## src/rtl/modn_cascade_counter_pkg.sv

```systemverilog
// Shared definitions for the modulo-N cascade counter: digit width helper,
// parameter limits and the count direction encoding.
package modn_counter_pkg;

    localparam int MAX_MOD    = 256;
    localparam int MAX_DIGITS = 8;

    typedef enum logic {
        DIR_DOWN = 1'b0,
        DIR_UP   = 1'b1
    } dir_t;

    // Bits needed to hold one digit of value 0..mod-1, never less than one.
    function automatic int digit_width(input int mod);
        int w;
        w = $clog2(mod);
        return (w < 1) ? 1 : w;
    endfunction

endpackage

```

## src/rtl/modn_cascade_counter_if.sv

```systemverilog
// Control/status bundle of the modulo-N cascade counter.
// master drives the controls and observes the count, slave is the counter.
interface modn_cascade_counter_if
    import modn_counter_pkg::*;
#(
    parameter int DIGITS = 2,
    parameter int DIG_W  = digit_width(10)
);
    logic                      en;
    logic                      up_dn;
    logic                      load;
    logic [DIGITS*DIG_W-1:0]   load_val;
    logic [DIGITS*DIG_W-1:0]   count;
    logic                      tc;
    logic                      wrap;
    logic                      load_err;

    modport master (
        output en, up_dn, load, load_val,
        input  count, tc, wrap, load_err
    );

    modport slave (
        input  en, up_dn, load, load_val,
        output count, tc, wrap, load_err
    );
endinterface

```

## src/rtl/modn_cascade_counter_digit.sv

```systemverilog
// One mod-MOD digit register of the cascade. Steps up or down when its
// carry/borrow input is set; a load replaces out-of-range fields with 0.
module modn_digit
    import modn_counter_pkg::*;
#(
    parameter int MOD   = 10,
    parameter int DIG_W = digit_width(MOD)
) (
    input  logic             clk,
    input  logic             rst,
    input  logic             load,
    input  logic [DIG_W-1:0] load_digit,
    input  logic             step,
    input  logic             up_dn,
    output logic [DIG_W-1:0] value,
    output logic             at_max,
    output logic             at_min,
    output logic             bad_load
);
    localparam logic [DIG_W-1:0] MAXV = DIG_W'(MOD - 1);
    // One extra bit so MOD = 2**DIG_W is still representable.
    localparam logic [DIG_W:0]   MODV = (DIG_W + 1)'(MOD);

    logic field_bad;

    assign field_bad = ({1'b0, load_digit} >= MODV);
    assign bad_load  = load & field_bad;
    assign at_max    = (value == MAXV);
    assign at_min    = (value == '0);

    // Digit register: reset > load > step > hold, wrapping inside 0..MOD-1.
    always_ff @(posedge clk) begin
        if (!rst) begin
            value <= '0;
        end else if (load) begin
            value <= field_bad ? '0 : load_digit;
        end else if (step) begin
            if (dir_t'(up_dn) == DIR_UP)
                value <= at_max ? '0 : value + 1'b1;
            else
                value <= at_min ? MAXV : value - 1'b1;
        end
    end

endmodule

```

## src/rtl/modn_cascade_counter.sv

```systemverilog
// Multi-digit modulo-MOD up/down counter built from DIGITS modn_digit cells
// joined by a same-cycle carry/borrow chain.
// Build option MODN_CASCADE_SATURATE_EN: counting stops at all-(MOD-1) going
// up or all-0 going down instead of wrapping, and wrap stays 0.
module modn_cascade_counter
    import modn_counter_pkg::*;
#(
    parameter int MOD    = 10,
    parameter int DIGITS = 2
) (
    input  logic                    clk,
    input  logic                    rst,
    modn_cascade_counter_if.slave   bus
);
    localparam int DIG_W = digit_width(MOD);

    logic [DIGITS*DIG_W-1:0] count_q;
    logic [DIGITS-1:0]       at_max;
    logic [DIGITS-1:0]       at_min;
    logic [DIGITS-1:0]       bad_load;
    logic [DIGITS-1:0]       step;
    logic                    is_up;
    logic                    tc;
    logic                    cnt_en;
    logic                    chain;
    logic                    load_err_q;

    for (genvar i = 0; i < DIGITS; i++) begin : g_digit
        modn_digit #(
            .MOD   (MOD),
            .DIG_W (DIG_W)
        ) u_digit (
            .clk        (clk),
            .rst        (rst),
            .load       (bus.load),
            .load_digit (bus.load_val[i*DIG_W +: DIG_W]),
            .step       (step[i]),
            .up_dn      (bus.up_dn),
            .value      (count_q[i*DIG_W +: DIG_W]),
            .at_max     (at_max[i]),
            .at_min     (at_min[i]),
            .bad_load   (bad_load[i])
        );
    end

    assign is_up = (dir_t'(bus.up_dn) == DIR_UP);
    assign tc    = bus.en & (is_up ? (&at_max) : (&at_min));

`ifdef MODN_CASCADE_SATURATE_EN
    // At the terminal value the whole chain is frozen, so the count sticks.
    assign cnt_en   = bus.en & ~tc;
    assign bus.wrap = 1'b0;
`else
    logic wrap_q;

    assign cnt_en   = bus.en;
    assign bus.wrap = wrap_q;

    // A step taken at the terminal value is the full-range wrap; load and reset win.
    always_ff @(posedge clk) begin
        if (!rst)
            wrap_q <= 1'b0;
        else
            wrap_q <= ~bus.load & tc;
    end
`endif

    // Ripple carry/borrow: digit i steps when every lower digit is at its limit.
    always_comb begin
        step  = '0;
        chain = cnt_en;
        for (int i = 0; i < DIGITS; i++) begin
            step[i] = chain;
            chain   = chain & (is_up ? at_max[i] : at_min[i]);
        end
    end

    // One-cycle flag after a load that carried any out-of-range digit.
    always_ff @(posedge clk) begin
        if (!rst)
            load_err_q <= 1'b0;
        else
            load_err_q <= |bad_load;
    end

    assign bus.count    = count_q;
    assign bus.tc       = tc;
    assign bus.load_err = load_err_q;

endmodule

```

## src/flat_wrapper.sv

```systemverilog
// flat-port wrapper written by rule: the top's interface ports become plain ports
module modn_cascade_counter_flat import modn_counter_pkg::*;
#(
    parameter int MOD    = 10,
    parameter int DIGITS = 2
)
  (clk, rst, bus_en, bus_up_dn, bus_load, bus_load_val, bus_count, bus_tc, bus_wrap, bus_load_err);
  modn_cascade_counter_if #(.DIGITS(DIGITS), .DIG_W((digit_width(MOD)))) bus_i ();
  input  logic clk;
  input  logic rst;
  input wire logic [$bits(bus_i.en)-1:0] bus_en;
  input wire logic [$bits(bus_i.up_dn)-1:0] bus_up_dn;
  input wire logic [$bits(bus_i.load)-1:0] bus_load;
  input wire logic [$bits(bus_i.load_val)-1:0] bus_load_val;
  output wire logic [$bits(bus_i.count)-1:0] bus_count;
  output wire logic [$bits(bus_i.tc)-1:0] bus_tc;
  output wire logic [$bits(bus_i.wrap)-1:0] bus_wrap;
  output wire logic [$bits(bus_i.load_err)-1:0] bus_load_err;
  assign bus_i.en = bus_en;
  assign bus_i.up_dn = bus_up_dn;
  assign bus_i.load = bus_load;
  assign bus_i.load_val = bus_load_val;
  assign bus_count = bus_i.count;
  assign bus_tc = bus_i.tc;
  assign bus_wrap = bus_i.wrap;
  assign bus_load_err = bus_i.load_err;
  modn_cascade_counter #(.MOD(MOD), .DIGITS(DIGITS)) u_core (.clk(clk), .rst(rst), .bus(bus_i));
endmodule
```

## config.mk

```make
export PLATFORM = sky130hd
export DESIGN_NAME = modn_cascade_counter_flat
export DESIGN_NICKNAME = d
export VERILOG_FILES = /design/src/rtl/modn_cascade_counter_pkg.sv /design/src/rtl/modn_cascade_counter_if.sv /design/src/rtl/modn_cascade_counter_digit.sv /design/src/rtl/modn_cascade_counter.sv /design/src/flat_wrapper.sv
export SDC_FILE = /design/constraint.sdc
export NUM_CORES = 1
export LEC_CHECK = 0
export BUFFER_PORTS_ARGS = -buffer_cell sky130_fd_sc_hd__buf_2
export CORE_UTILIZATION = 52
export CTS_CLUSTER_DIAMETER = 60
export CTS_CLUSTER_SIZE = 16
export DETAILED_ROUTE_END_ITERATION = 6
export PLACE_DENSITY = 0.82
export SETUP_SLACK_MARGIN = 0.05
export SYNTH_ARGS = -nofsm -noshare
export SYNTH_HDL_FRONTEND = slang
export SYNTH_SLANG_ARGS = --single-unit
```

## constraint.sdc

```tcl
create_clock -name clk -period 5.8 [get_ports clk]
set_clock_uncertainty 0.2 [all_clocks]
set_input_delay 0.87 -clock clk [delete_from_list [all_inputs] [get_ports clk]]
set_output_delay 0.87 -clock clk [all_outputs]
set_load 0.01 [all_outputs]
```

==> flow_summary.html, run 1 <==
<table>
<tr><th>Metric</th><th>Value</th></tr>
<tr><th colspan="2">Outcome</th></tr>
<tr><td>Outcome</td><td>finished, final reports clean</td></tr>
<tr><th colspan="2">Critical path</th></tr>
<tr><td>Classification of the worst setup path</td><td>input pin to output pin</td></tr>
<tr><td>Arrival time at the worst endpoint</td><td>2.12 ns</td></tr>
<tr><td>Required time worst endpoint</td><td>4.73 ns</td></tr>
<tr><td>Biggest fanout along the worst timing path</td><td>16</td></tr>
<tr><td>Crit path capture type</td><td>output pin</td></tr>
<tr><td>Startpoint type of the worst setup path</td><td>input pin</td></tr>
<tr><th colspan="2">STA</th></tr>
<tr><td>Final sum of negative setup slack</td><td>0 ns</td></tr>
<tr><td>Count of pins over their slew limit</td><td>0</td></tr>
<tr><td>RSZ-0062 raised after global routing</td><td>no</td></tr>
<tr><td>Max Clk Rate</td><td>313.2 MHz</td></tr>
<tr><td>Worst max-slew margin expressed relative to the limit</td><td>0.6973</td></tr>
<tr><td>Min Tclk post-route</td><td>3.192 ns</td></tr>
<tr><td>Final setup vio count</td><td>0</td></tr>
<tr><td>Part of the cycle the worst path needs</td><td>0.5504</td></tr>
<tr><td>Hold Violations, Final</td><td>0</td></tr>
<tr><td>Post-layout worst setup margin</td><td>2.608 ns</td></tr>
<tr><td>Worst-Margin Slew</td><td>0.4500 ns</td></tr>
<tr><th colspan="2">Clock network</th></tr>
<tr><td>Number of levels the H-tree was split into</td><td>1</td></tr>
<tr><td>Clk sinks</td><td>10</td></tr>
<tr><td>Number of gates resized after CTS</td><td>0</td></tr>
<tr><td>Deepest clock path buffer count</td><td>2</td></tr>
<tr><td>Postcts setup bufs</td><td>0</td></tr>
<tr><td>Root Buffer Master</td><td>clkbuf_4</td></tr>
<tr><td>Clk slew on worst S/H paths</td><td>0.07 ns</td></tr>
<tr><td>Inserted Clock Buffers</td><td>3</td></tr>
<tr><td>TritonCTS clock tree</td><td>done</td></tr>
<tr><td>Hold bufs inserted after CTS</td><td>0</td></tr>
<tr><td>Clock network latency to the later pin of the worst-skew pair</td><td>0.27 ns</td></tr>
<tr><th colspan="2">Pwr</th></tr>
<tr><td>Lkg Pwr</td><td>0.3897 nW</td></tr>
<tr><td>Total power density per cell area</td><td>215.2 nW/um^2</td></tr>
<tr><td>Maximum vdd drop</td><td>0.1588 mV</td></tr>
<tr><td>Overall Power</td><td>0.1896 mW</td></tr>
<tr><th colspan="2">Synthesis</th></tr>
<tr><td>Mean instance size in the synthesized netlist</td><td>7.701 sq um</td></tr>
<tr><td>Warnings, synthesis</td><td>0</td></tr>
<tr><td>Sequential fraction of the synthesis area</td><td>0.2680</td></tr>
<tr><td>Library cell with the largest summed area after synthesis</td><td>dfxtp_1</td></tr>
<tr><td>Syn nets</td><td>110</td></tr>
<tr><td>Ranking of synthesized cells by area</td><td>dfxtp_1, a21oi_1, xnor2_1</td></tr>
<tr><td>Dominant cell by count in the synthesized netlist</td><td>a21oi_1</td></tr>
<tr><td>Cell Area, Synth</td><td>747.0 sq um</td></tr>
<tr><td>Proportion of register bits with asynchronous set or reset after synthesis</td><td>0</td></tr>
<tr><td>Synthesis-stage register bit count</td><td>10</td></tr>
<tr><td>Number of enable flip-flop cells after synthesis</td><td>0</td></tr>
<tr><td>Dominant register cell in the synthesized netlist</td><td>dfxtp_1</td></tr>
<tr><td>Post-Syn Instances</td><td>97</td></tr>
<tr><td>Top cell types by occurrence after synthesis</td><td>a21oi_1, dfxtp_1, nand2_1, o21ai_0</td></tr>
<tr><td>Count of unique library cells instantiated by Yosys</td><td>41</td></tr>
<tr><td>Top cell type's share of synthesized area</td><td>0.2680</td></tr>
<tr><th colspan="2">Detailed routing</th></tr>
<tr><td>Detail Route Antenna Nets</td><td>0</td></tr>
<tr><td>Post-route DRC</td><td>0</td></tr>
<tr><td>Detailed-route wire length</td><td>1.720 mm</td></tr>
<tr><td>Routed vias</td><td>774</td></tr>
<tr><td>Total met2 wirelength after detailed routing</td><td>746 um</td></tr>
<tr><td>Number of DRC markers after the initial detailed-route iteration</td><td>26</td></tr>
<tr><td>Met1 Wirelength</td><td>837 um</td></tr>
<tr><td>Length of routed met3 wiring</td><td>112 um</td></tr>
<tr><td>Drt via density</td><td>5.864</td></tr>
<tr><td>Average wire per cell in the routed design</td><td>13.03 um</td></tr>
<tr><td>Uppermost signal routing layer after detailed routing</td><td>met4</td></tr>
<tr><td>Total iterations of the first detailed-routing run</td><td>4</td></tr>
<tr><th colspan="2">Hold path</th></tr>
<tr><td>Hold/Removal Path Class</td><td>flip-flop to flip-flop</td></tr>
<tr><th colspan="2">Placement</th></tr>
<tr><td>Final RePlAce weighted congestion</td><td>0.7924</td></tr>
<tr><td>Half-perimeter wire length after detailed placement</td><td>1.199 mm</td></tr>
<tr><td>Count of buffers from port buffering</td><td>23</td></tr>
<tr><td>Placed cell count</td><td>128</td></tr>
<tr><td>Worst slack after detailed placement</td><td>2.631 ns</td></tr>
<tr><th colspan="2">Floorplanning</th></tr>
<tr><td>Die Width</td><td>39.90 um</td></tr>
<tr><td>Floorplan Core Area</td><td>1318 sq um</td></tr>
<tr><td>Number of primary I/O pins</td><td>24</td></tr>
<tr><td>Die outline height</td><td>39.90 um</td></tr>
<tr><td>Floorplan die area</td><td>1592 sq um</td></tr>
<tr><td>Initial Util</td><td>0.5670</td></tr>
<tr><td>Number of standard-cell rows in the floorplan</td><td>13</td></tr>
<tr><th colspan="2">Layout</th></tr>
<tr><td>Final Util</td><td>0.6686</td></tr>
<tr><td>Count of placed standard cells in the final layout, fillers left out</td><td>132</td></tr>
<tr><td>Nets@finish</td><td>131</td></tr>
<tr><td>Final antenna diode count</td><td>0</td></tr>
<tr><td>Area Overhead vs Synth</td><td>17.92%</td></tr>
<tr><td>Fraction of final layout cells with drive strength greater than 1</td><td>0.2479</td></tr>
<tr><th colspan="2">Global route</th></tr>
<tr><td>Overall routing resource usage</td><td>0.2654</td></tr>
<tr><td>Remaining Overflow, GRT</td><td>0</td></tr>
<tr><td>Global-route wire length before repair</td><td>2.801 mm</td></tr>
<tr><td>Largest net degree at the start of global routing</td><td>17</td></tr>
<tr><td>Initial antenna violation count</td><td>0</td></tr>
<tr><td>Via count of the first global-routing pass</td><td>630</td></tr>
<tr><th colspan="2">Flow run</th></tr>
<tr><td>Max-cap viol count</td><td>0</td></tr>
</table>
flip-flops by register name, indices dropped and copies added, names as in the netlist:
signal and count:
u_core.g_digit.u_digit.value 8, u_core.bus.load_err 1, u_core.bus.wrap 1
area by class of cell:
| class | instances | area (sq um) |
|---|---|---|
| multi-input combinational | 77 | 499.2 |
| clock buffer | 4 | 36.28 |
| tap | 15 | 18.77 |
| inverter | 3 | 11.26 |
| fill | 110 | 436.7 |
| sequential | 10 | 200.2 |
| timing repair buffer | 23 | 115.1 |
through the flow:
step / hold WS (ns) / area [sq um]
finish: 0.4267 / 880.8
global route: 0.4734 / 880.8
CTS: 0.4243 / 880.8
detailed placement: 0.4105 / 844.6
global placement: 0.4121 / 844.6
floorplan: 0.4091 / 747.0
path summary, 6_finish.rpt:
| check | start | endpoint | slack, ns | depth (start not counted) |
|---|---|---|---|---|
| min | u_core.g_digit[1].u_digit.value[2]$_SDFFE_PN0P_ | u_core.g_digit[1].u_digit.value[2]$_SDFFE_PN0P_ | 0.43 | 2 |
| max | bus_up_dn | bus_tc | 2.61 | 5 |
| max reg2reg | u_core.g_digit[0].u_digit.value[0]$_SDFFE_PN0P_ | u_core.g_digit[1].u_digit.value[3]$_SDFFE_PN0P_ | 3.84 | 4 |
| min reg2reg | u_core.g_digit[1].u_digit.value[2]$_SDFFE_PN0P_ | u_core.g_digit[1].u_digit.value[2]$_SDFFE_PN0P_ | 0.43 | 2 |
logic make-up after synthesis:
logic type | synth area share
xor+xnor | 0.07035
flops | 0.2680
mux | 0.01340
simple gates | 0.2948
compound gates | 0.2898
buf+inv | 0.06364
per-layer routing:
metal  GRT usage  vias to the layer above
met4     0.07759                        0
li1            -                      402
met2      0.3790                       32
met3     0.06818                        4
met1      0.3831                      336
met5           0                        -
report_power, final:
group / leakage [nW] / switching [mW] / internal, mW
sequential: 0.0821 / 0.00883 / 0.0727
combinational: 0.287 / 0.0225 / 0.0209
clock: 0.0210 / 0.0265 / 0.0382
critical path, stage by stage:
cell	delay (ns)
buf_2	0.19
or3_4	0.36
a21o_1	0.23
a2111oi_2	0.27
buf_2	0.20
placed cells by master, fill, tap and decap left out, drive strengths merged:
| cell | instances |
|---|---|
| a2111oi | 1 |
| o21ai | 7 |
| nor2 | 2 |
| or2b | 1 |
| nor3 | 2 |
| or3b | 1 |
| or4 | 1 |
| o311ai | 1 |
| o211ai | 2 |
| nand3b | 2 |
| nand4 | 1 |
| a211oi | 1 |
| nor4 | 2 |
| and2 | 1 |
| a21o | 2 |
| o311a | 1 |
| nand2 | 9 |
| nor2b | 2 |
| nor4b | 3 |
| xnor2 | 4 |
| o21a | 1 |
| o22ai | 1 |
| o211a | 1 |
| nand2b | 2 |
| o31a | 1 |
| mux2i | 1 |
| dfxtp | 10 |
| xor2 | 2 |
| and3b | 1 |
| and3 | 1 |
| buf | 23 |
| inv | 3 |
| a21oi | 11 |
| o31ai | 1 |
| nand3 | 3 |
| o21bai | 2 |
| clkbuf | 4 |
| or3 | 3 |
(Power assumes the default switching activity.)
==> inputs of run 2 (changes only) <==
- CORE_UTILIZATION: 52 -> 44
- PLACE_DENSITY: 0.82 -> 0.74
- clock period: 5.8 -> 2.93 ns (I/O delays scaled with it)
==> flow_summary.html, run 2 (same netlist as run 1, synthesis figures left out) <==
<table>
<tr><th>Metric</th><th>Value</th></tr>
<tr><th colspan="2">Layout</th></tr>
<tr><td>Register bank with the most flops</td><td>u_core.g_digit.u_digit.value</td></tr>
<tr><td>Most frequent standard cell in the layout excluding fill and tap cells</td><td>buf_2</td></tr>
<tr><td>Final antenna diode count</td><td>0</td></tr>
<tr><td>Number of flip-flops under the largest register name</td><td>8</td></tr>
<tr><td>Commonest cells after routing, fill and taps aside</td><td>buf_2, a21oi_1, dfxtp_1</td></tr>
<tr><td>Multi-input gate area in the final layout</td><td>499.2 sq um</td></tr>
<tr><td>Fraction of final layout cells with drive strength greater than 1</td><td>0.2414</td></tr>
<tr><td>FILL cells</td><td>158</td></tr>
<tr><td>Cell area after layout</td><td>868.3 sq um</td></tr>
<tr><td>Nets@finish</td><td>131</td></tr>
<tr><td>Count of placed standard cells in the final layout, fillers left out</td><td>132</td></tr>
<tr><td>Area Overhead vs Synth</td><td>16.25%</td></tr>
<tr><td>Sequential Area</td><td>200.2 sq um</td></tr>
<tr><th colspan="2">Critical path</th></tr>
<tr><td>Startpoint type of the worst setup path</td><td>flip-flop</td></tr>
<tr><td>Arrival time at the worst endpoint</td><td>1.76 ns</td></tr>
<tr><td>Crit path capture type</td><td>output pin</td></tr>
<tr><td>Classification of the worst setup path</td><td>flip-flop to output pin</td></tr>
<tr><td>Biggest fanout along the worst timing path</td><td>10</td></tr>
<tr><td>Required time worst endpoint</td><td>2.29 ns</td></tr>
<tr><th colspan="2">STA</th></tr>
<tr><td>Worst max-slew margin expressed relative to the limit</td><td>0.7113</td></tr>
<tr><td>Part of the cycle the worst path needs</td><td>0.8202</td></tr>
<tr><td>Final sum of negative setup slack</td><td>0 ns</td></tr>
<tr><td>Max Clk Rate</td><td>416.1 MHz</td></tr>
<tr><td>Final setup vio count</td><td>0</td></tr>
<tr><td>RSZ-0062 raised after global routing</td><td>no</td></tr>
<tr><td>Hold Violations, Final</td><td>0</td></tr>
<tr><td>Post-layout worst setup margin</td><td>0.5267 ns</td></tr>
<tr><td>Count of pins over their slew limit</td><td>0</td></tr>
<tr><td>Min Tclk post-route</td><td>2.403 ns</td></tr>
<tr><td>Worst-Margin Slew</td><td>0.4291 ns</td></tr>
<tr><th colspan="2">Detailed routing</th></tr>
<tr><td>Total iterations of the first detailed-routing run</td><td>4</td></tr>
<tr><td>Drt via density</td><td>5.886</td></tr>
<tr><td>Number of DRC markers after the initial detailed-route iteration</td><td>17</td></tr>
<tr><td>Detailed-route wire length</td><td>1.735 mm</td></tr>
<tr><td>Detail Route Antenna Nets</td><td>0</td></tr>
<tr><td>Post-route DRC</td><td>0</td></tr>
<tr><td>Average wire per cell in the routed design</td><td>13.14 um</td></tr>
<tr><td>Routed vias</td><td>777</td></tr>
<tr><th colspan="2">Clock network</th></tr>
<tr><td>Clk sinks</td><td>10</td></tr>
<tr><td>Postcts setup bufs</td><td>0</td></tr>
<tr><td>Clock network latency to the later pin of the worst-skew pair</td><td>0.26 ns</td></tr>
<tr><td>Root Buffer Master</td><td>clkbuf_4</td></tr>
<tr><td>Number of gates resized after CTS</td><td>0</td></tr>
<tr><td>Number of levels the H-tree was split into</td><td>1</td></tr>
<tr><td>Hold bufs inserted after CTS</td><td>0</td></tr>
<tr><td>Inserted Clock Buffers</td><td>3</td></tr>
<tr><td>TritonCTS clock tree</td><td>done</td></tr>
<tr><td>Deepest clock path buffer count</td><td>2</td></tr>
<tr><td>Clk slew on worst S/H paths</td><td>0.07 ns</td></tr>
<tr><th colspan="2">Global route</th></tr>
<tr><td>Largest net degree at the start of global routing</td><td>17</td></tr>
<tr><td>Remaining Overflow, GRT</td><td>0</td></tr>
<tr><td>Via count of the first global-routing pass</td><td>689</td></tr>
<tr><td>Initial antenna violation count</td><td>0</td></tr>
<tr><td>Overall routing resource usage</td><td>0.2146</td></tr>
<tr><td>Global-route wire length before repair</td><td>3.022 mm</td></tr>
<tr><th colspan="2">Placement</th></tr>
<tr><td>Worst slack after detailed placement</td><td>0.6299 ns</td></tr>
<tr><td>Placed cell count</td><td>129</td></tr>
<tr><td>Final RePlAce weighted congestion</td><td>0.7916</td></tr>
<tr><td>Count of buffers from port buffering</td><td>23</td></tr>
<tr><td>Half-perimeter wire length after detailed placement</td><td>1.283 mm</td></tr>
<tr><td>Area after DPL</td><td>845.8 sq um</td></tr>
<tr><th colspan="2">Hold path</th></tr>
<tr><td>Hold/Removal Path Class</td><td>input pin to flip-flop</td></tr>
<tr><th colspan="2">Pwr</th></tr>
<tr><td>Total power density per cell area</td><td>393.5 nW/um^2</td></tr>
<tr><td>Lkg Pwr</td><td>0.3825 nW</td></tr>
<tr><td>Maximum vdd drop</td><td>0.2542 mV</td></tr>
<tr><th colspan="2">Flow run</th></tr>
<tr><td>Max-cap viol count</td><td>0</td></tr>
<tr><th colspan="2">Floorplanning</th></tr>
<tr><td>Number of primary I/O pins</td><td>24</td></tr>
<tr><td>Initial Util</td><td>0.4846</td></tr>
<tr><td>Floorplan Core Area</td><td>1541 sq um</td></tr>
<tr><td>Number of standard-cell rows in the floorplan</td><td>14</td></tr>
<tr><td>Die Width</td><td>43.20 um</td></tr>
<tr><td>Die outline height</td><td>43.20 um</td></tr>
<tr><td>Floorplan die area</td><td>1866 sq um</td></tr>
<tr><th colspan="2">Outcome</th></tr>
<tr><td>Outcome</td><td>finished, final reports clean</td></tr>
</table>
run 2: changes by cell type in the layout (fill, tap and decap cells not counted), sizes merged:
cell	change
clkbuf	-1
run 2: metal layers:
layer,share of wire,global-route usage,vias to the layer above
li1,-,-,402
met1,0.47,0.2953,338
met2,0.44,0.3164,30
met3,0.064,0.05106,7
met4,0.022,0.09091,0
met5,0,0,-
run 2: where the power goes:
part	switching [mW]	leakage, nW	total, mW	internal [mW]
registers	0.0171	0.0821	0.161	0.144
logic	0.0446	0.287	0.0859	0.0413
clock network	0.0474	0.0138	0.0948	0.0474
run 2: metrics by stage:
step	utilization	hold slack, ns	power (mW)
global route	0.5633	0.2330	0.3599
global placement	0.5487	0.4146	0.2464
detailed placement	0.5487	0.4263	0.2487
finish	0.5633	0.2218	0.3417
floorplan	-	0.3480	0.2218
CTS	0.5633	0.2264	0.3422
run 2: final timing paths:
check	startpoint	endpoint	slack (ns)	cells after the start
hold / removal	bus_load_val[5]	u_core.g_digit[1].u_digit.value[1]$_SDFFE_PN0P_	0.22	3
setup reg to reg	u_core.g_digit[0].u_digit.value[0]$_SDFFE_PN0P_	u_core.g_digit[1].u_digit.value[3]$_SDFFE_PN0P_	0.97	4
setup / recovery	u_core.g_digit[0].u_digit.value[0]$_SDFFE_PN0P_	bus_tc	0.53	4
hold reg to reg	u_core.g_digit[1].u_digit.value[2]$_SDFFE_PN0P_	u_core.g_digit[1].u_digit.value[2]$_SDFFE_PN0P_	0.43	2
run 2: layout make-up:
type | instances | area share
inverters | 3 | 0.01297
well taps | 16 | 0.02305
clock buffers | 3 | 0.02594
multi-input cells | 77 | 0.5749
repair buffers | 23 | 0.1326
flip-flops and latches | 10 | 0.2305
run 2: critical path: stages (launching register included):
cell and delay, ns:
dfxtp_1 0.42, or3_4 0.42, a21o_1 0.23, a2111oi_2 0.23
buf_2 0.19
